$ cat config.mk
export PLATFORM = sky130hd
export DESIGN_NAME = gpio_switch_debounce
export DESIGN_NICKNAME = d
export VERILOG_FILES = /design/src/rtl/gpio_pkg.sv /design/src/rtl/switch_debounce_bit.sv /design/src/rtl/gpio_switch_debounce.sv
export SDC_FILE = /design/constraint.sdc
export NUM_CORES = 1
export LEC_CHECK = 0
export BUFFER_PORTS_ARGS = -buffer_cell sky130_fd_sc_hd__buf_2
export CORE_ASPECT_RATIO = 1.75
export CORE_UTILIZATION = 30
export CTS_CLUSTER_SIZE = 28
export DETAILED_ROUTE_END_ITERATION = 10
export PLACE_DENSITY = 0.51
export SETUP_SLACK_MARGIN = 0.3
export SLEW_MARGIN = 20
export SYNTH_ARGS = -nofsm -noshare
export SYNTH_HDL_FRONTEND = slang
export SYNTH_SLANG_ARGS = --single-unit
$ cat constraint.sdc
create_clock -name SYSTEMCLOCK -period 2.54 [get_ports SYSTEMCLOCK]
set_input_delay 0.254 -clock SYSTEMCLOCK [delete_from_list [all_inputs] [get_ports SYSTEMCLOCK]]
set_output_delay 0.254 -clock SYSTEMCLOCK [all_outputs]
set_load 0.05 [all_outputs]
$ cat src/rtl/gpio_pkg.sv
// Shared defaults and sizing helper for the GPIO switch debouncer.
// Counter width is derived here so every instance sizes identically.
package gpio_pkg;

  localparam int GPIO_WIDTH_DEF    = 4;
  localparam int GPIO_DEBOUNCE_DEF = 100000;

  function automatic int debounce_cnt_width(input int cycles);
    return $clog2(cycles + 1);
  endfunction

endpackage

$ cat src/rtl/switch_debounce_bit.sv
// One switch channel: 2-flop synchronizer, hold counter, stable level and edge pulses.
// Latency 2 + DEBOUNCE_CYCLES from raw sample to stable update; no backpressure.
module switch_debounce_bit
  import gpio_pkg::*;
#(
  parameter int DEBOUNCE_CYCLES = GPIO_DEBOUNCE_DEF
) (
  input  logic i_clk,
  input  logic i_rst_n,
  input  logic i_raw,
  output logic o_stable,
  output logic o_rise,
  output logic o_fall,
  output logic o_settled
);

  localparam int             CW      = debounce_cnt_width(DEBOUNCE_CYCLES);
  localparam logic [CW-1:0]  LP_LAST = CW'(DEBOUNCE_CYCLES - 1);

  logic          r_sync1;
  logic          r_sync_q;
  logic          r_stable;
  logic          r_rise;
  logic          r_fall;
  logic [CW-1:0] r_cnt;

  always_ff @(posedge i_clk) begin
    if (!i_rst_n) begin
      r_sync1  <= 1'b0;
      r_sync_q <= 1'b0;
      r_stable <= 1'b0;
      r_rise   <= 1'b0;
      r_fall   <= 1'b0;
      r_cnt    <= '0;
    end else begin
      r_sync1  <= i_raw;
      r_sync_q <= r_sync1;
      r_rise   <= 1'b0;
      r_fall   <= 1'b0;
      // Any return to the stable level throws away the partial count.
      if (r_sync_q == r_stable) begin
        r_cnt <= '0;
      end else if (r_cnt == LP_LAST) begin
        r_stable <= r_sync_q;
        r_cnt    <= '0;
        r_rise   <= r_sync_q;
        r_fall   <= ~r_sync_q;
      end else begin
        r_cnt <= r_cnt + 1'b1;
      end
    end
  end

  assign o_stable  = r_stable;
  assign o_rise    = r_rise;
  assign o_fall    = r_fall;
  assign o_settled = (r_sync_q == r_stable);

endmodule

$ cat src/rtl/gpio_switch_debounce.sv
// WIDTH independent debounced switch channels with rise/fall pulses and a settled flag.
// Latency 2 + DEBOUNCE_CYCLES per channel; no backpressure.
module gpio_switch_debounce
  import gpio_pkg::*;
#(
  parameter int WIDTH           = GPIO_WIDTH_DEF,
  parameter int DEBOUNCE_CYCLES = GPIO_DEBOUNCE_DEF
) (
  input  logic             SYSTEMCLOCK,
  input  logic             RESET_N,
  input  logic [WIDTH-1:0] gpio_switch_raw,
  output logic [WIDTH-1:0] gpio_switch,
  output logic [WIDTH-1:0] switch_rise,
  output logic [WIDTH-1:0] switch_fall,
  output logic             switch_changed,
  output logic             settled
);

  logic [WIDTH-1:0] w_settled;

  for (genvar g = 0; g < WIDTH; g++) begin : g_ch
    switch_debounce_bit #(
      .DEBOUNCE_CYCLES(DEBOUNCE_CYCLES)
    ) u_bit (
      .i_clk    (SYSTEMCLOCK),
      .i_rst_n  (RESET_N),
      .i_raw    (gpio_switch_raw[g]),
      .o_stable (gpio_switch[g]),
      .o_rise   (switch_rise[g]),
      .o_fall   (switch_fall[g]),
      .o_settled(w_settled[g])
    );
  end

  assign switch_changed = |{switch_rise, switch_fall};
  assign settled        = &w_settled;

endmodule

# Word-level counts from Yosys, hierarchy flattened
# Cells that the tools add are included.
# W data, S select, Z words.
# word_totals
wordCells	63
reg_bits	88
out_inout_bits	14
input_bits	6
# classes
bitwise_logic	13
eq_ne	8
add_sub_neg	4
n_reduce_logical	14
# op_table
operator	n
$add A17 B1 Y17 const B	4
$eq A17 B17 Y1 const B	4
$reduce_or A3 Y1	8
$not A1 Y1	13
$reduce_and A2 Y1	4
$reduce_or A8 Y1	1
$eq A1 B1 Y1	4
$reduce_and A4 Y1	1

# Logic depth before layout (Yosys ltp)
# logic_depth
depth_word	3
mapped_depth	7
depth_no_buf	5

# Cells and area by module
# From an unflattened synthesis, not the netlist that was laid out.
# hier_totals
hier_cells	404
hier_area_um2	3718.6
# by_module_without_submodules
mod	instances	cells_per_inst	area_each_um2
switch_debounce_bit	4	100	923.4
gpio_switch_debounce	1	4	25.0

# Least setup slack after synthesis
# OpenSTA, ideal clock, no wires.
# synth_path
kind	reg2out
start	register g_ch[0].u_bit.r_stable
end	output settled
path_slack_ns	0.225
required_time_ns	2.286
stages_incl_launch_ff	3
arrival_ns	2.061
n_path_buf	0
cell_sequence	dfxtp_1 > xor2_1 > nor4_1
# synth_between
elab_chain_len	2
# synth_rtl
element	line_no	text
start: declaration	switch_debounce_bit.sv:22	logic r_stable;
start signal: assignment	switch_debounce_bit.sv:44	r_stable <= r_sync_q;
$eq A1 B1 Y1	switch_debounce_bit.sv:57	assign o_settled = (r_sync_q == r_stable);
$reduce_and A4 Y1	gpio_switch_debounce.sv:36	assign settled = &w_settled;
end: declaration	gpio_switch_debounce.sv:16	output logic settled
# No other way between the ends.

# Worst setup path in the final report
# layout_path
start	register g_ch[1].u_bit.r_cnt[6]
end	register g_ch[1].u_bit.r_cnt[16]
# layout_between
elab_chain_len	2
# layout_rtl
element	line_no	text
start: declaration	switch_debounce_bit.sv:25	logic [CW-1:0] r_cnt;
start signal: assignment	switch_debounce_bit.sv:49	r_cnt <= r_cnt + 1'b1;
parallel branches: the longest is 2 deep, another holds $add A17 B1 Y17	n/a	
# Parallel ways; which one is timed is not known.
# A chain may end at the register's enable or synchronous reset.

==> flow_summary.json <==
{
  "syn-num-nets": 438,
  "grt_setup_unrepaired": "no",
  "antenna_found_initial": 0,
  "cp-start-kind": "flip-flop",
  "drive_above_1_share_pct": 10.4,
  "cts_made_buffers": 9,
  "synth_cell_types": 41,
  "cp-end-kind": "flip-flop",
  "via_per_inst": 4.78,
  "syn_area_um2": 3850,
  "critPathTopFamily": "simple AND/OR/NAND/NOR gates",
  "cap_violations": 0,
  "clk_latency_ns": 0.34,
  "p_leak_uw": 0.00139,
  "row_count": 54,
  "cp_num_buf_inv": 0,
  "antenna_left": 0,
  "overflow": 0,
  "gp_congestion": 0.809,
  "clock.fmax_ghz": 0.490,
  "setup_viol": 0,
  "fin_crit_sh_pct": 80.4,
  "outcome": "complete, no violations",
  "grt_max_degree": 24,
  "layout.cells.non_filler": 609,
  "core_area_um2": 12500,
  "cts_num_sinks": 88,
  "synth.avg_cell_area_um2": 9.00,
  "grt_pass1_wl_mm": 13.1,
  "relSlewSlack_pct": 59.2,
  "ys_ff_latch": 88,
  "dieArea_um2": 13300,
  "n_antenna_cell": 0,
  "crit_fanout": 16,
  "cts_hold_buf": 0,
  "die_w_um": 87.6,
  "yosysSeqAreaShare_pct": 45.8,
  "cts_tree": "done",
  "postCtsResizedCells": 0,
  "p_per_area_nw_per_um2": 628,
  "hp-start": "gpio_switch_raw[2]",
  "irDropWorstVdd_mv": 0.252,
  "synthCells": 428,
  "htree_num_levels": 3,
  "wirelength_mm": 7.59,
  "crit_chain": "or4_1 > or4_4 > o21ai_4 > o21ba_2",
  "die_h_um": 152,
  "cp_data_arrival_time_ns": 2.28,
  "fin_ws_ns": 0.498,
  "port_buffers": 19,
  "finalMaxSlewViolations": 0,
  "r2r-start": "g_ch[1].u_bit.r_cnt[6]",
  "clk_pin_slew_worst_paths_ns": 0.06,
  "fin_crit_ns": 2.04,
  "area_growth_pct": 11.9,
  "dp_slack_ns": 0.500,
  "worst_slew_pin_slew_ns": 0.611,
  "start_util_pct": 30.8,
  "max_stage_delay_ns": 0.51,
  "yosys_warnings": 0,
  "clock_skew_ns": 0.00772,
  "post_cts_buffers": 0,
  "grt_pass1_vias": 2859,
  "routed-via-count": 2909,
  "grt_usage_pct": 12.6,
  "crit_start": "g_ch[1].u_bit.r_cnt[6]",
  "dpl.cell_count": 593,
  "dp_hpwl_mm": 5.49,
  "slowest_stage": "or4_1",
  "worstPathRequired_ns": 2.78,
  "ios": 20,
  "clk_path_buf_depth": 2,
  "clockRootBuffer": "clkbuf_16",
  "holdCritPathClass": "in -> reg",
  "timing.setup.tns_ns": 0,
  "p_total_uw": 2710,
  "drtPass1Iterations": 4,
  "crit_type": "reg -> reg",
  "hold_viol_final": 0,
  "drc": 0,
  "drt-initial-drc-count": 99,
  "fin_nets": 446,
  "wl_per_cell_um": 12.5
}
placed cells by master (no fill, tap or decap), types with 11 or more instances in the layout:
master	Yosys	routed
and2_1	11	11
buf_2	2	19
dfxtp_1	88	88
inv_1	16	16
nand2_1	23	23
nand3_1	28	28
nand4_1	21	21
nor2_1	69	69
nor3_1	15	15
nor4_1	19	18
xnor2_1	35	35
xor2_1	22	22
per-stage QoR:
stage	area (µm²)	util [%]	hold WS [ns]
finish	4310	34.5	0.121
CTS	4310	34.5	0.111
floorplan	3860	-	0.381
detailed placement	4020	32.1	0.426
global route	4310	34.5	0.127
global placement	4020	32.1	0.429
sequential cells by signal, indices dropped and copies added (netlist names):
name,flops
g_ch.u_bit.r_sync_q,4
g_ch.u_bit.r_cnt,68
g_ch.u_bit.o_fall,4
g_ch.u_bit.o_rise,4
g_ch.u_bit.r_sync1,4
g_ch.u_bit.o_stable,4
worst reg2reg max path, stage by stage, from the launching register on:
cell     delay (ns)
dfxtp_1        0.36
or4_1          0.51
or4_4          0.45
o21ai_4        0.40
o21ba_2        0.22
path summary, 6_finish.rpt:
| check | to | slack [ns] | cells after the start |
|---|---|---|---|
| hold / removal | g_ch[2].u_bit.r_sync1 | 0.12 | 2 |
| setup reg to reg | g_ch[1].u_bit.r_cnt[16] | 0.50 | 4 |
| setup / recovery | g_ch[1].u_bit.r_cnt[16] | 0.50 | 4 |
| hold reg to reg | g_ch[0].u_bit.r_sync_q | 0.44 | 1 |
routing by layer:
metal	track usage, %	vias to the layer above	share of wire, %
met5	0	-	0
met4	6.71	0	2.9
met3	3.59	13	3.0
met2	21.7	37	51
met1	13.4	1377	43
li1	-	1482	-
cells by family after synthesis:
| kind of cell | Yosys count | synth area share [%] |
|---|---|---|
| multiplexers | 5 | 1.33 |
| adder cells (fa/ha/maj) | 4 | 1.30 |
| AND/OR/NAND/NOR | 221 | 30.4 |
| buffers and inverters | 39 | 5.52 |
| AO/OA/AOI/OAI | 14 | 2.76 |
| XOR/XNOR | 57 | 13.0 |
| flip-flops | 88 | 45.8 |
cells in the mapped netlist (all sizes together):
cell type | instances | area, µm²
and2 | 11 | 68.8
xnor2 | 35 | 307
mux2 | 1 | 11.3
inv | 16 | 60.1
buf | 17 | 130
nor3 | 15 | 75.1
xor2 | 22 | 193
o21ba | 1 | 10.0
o21ai | 5 | 36.3
o31ai | 1 | 7.51
and4 | 6 | 52.6
nand3 | 29 | 150
mux2i | 4 | 40.0
o21bai | 1 | 18.8
ha | 4 | 50.1
nand4b | 1 | 8.76
dfxtp | 88 | 1760
nor4bb | 2 | 20.0
and3b | 1 | 8.76
nor2 | 69 | 259
nand4 | 21 | 131
or2 | 1 | 6.26
and4b | 2 | 20.0
nand3b | 1 | 7.51
nor4 | 19 | 119
and3 | 5 | 31.3
clkbuf | 6 | 22.5
or4 | 6 | 53.8
or3 | 5 | 31.3
nand2 | 23 | 86.3
or4b | 1 | 10.0
a21oi | 5 | 25.0
o31a | 1 | 8.76
or4bb | 1 | 11.3
nor4b | 2 | 17.5
power by group:
part | internal, µW | switching, µW
Combinational | 12.9 | 28.4
Clock | 742 | 531
Sequential | 1390 | 5.52
Total | 2140 | 565
cell type report:
cell class,instances,area [µm²]
clock buffers,12,267
flip-flops and latches,88,1760
clock inverters,4,26.3
multi-input cells,301,1880
fillers,1306,8190
well taps,168,210
repair buffers,20,103
inverters,16,60.1
No activity file was read; power rests on OpenSTA's default activity.
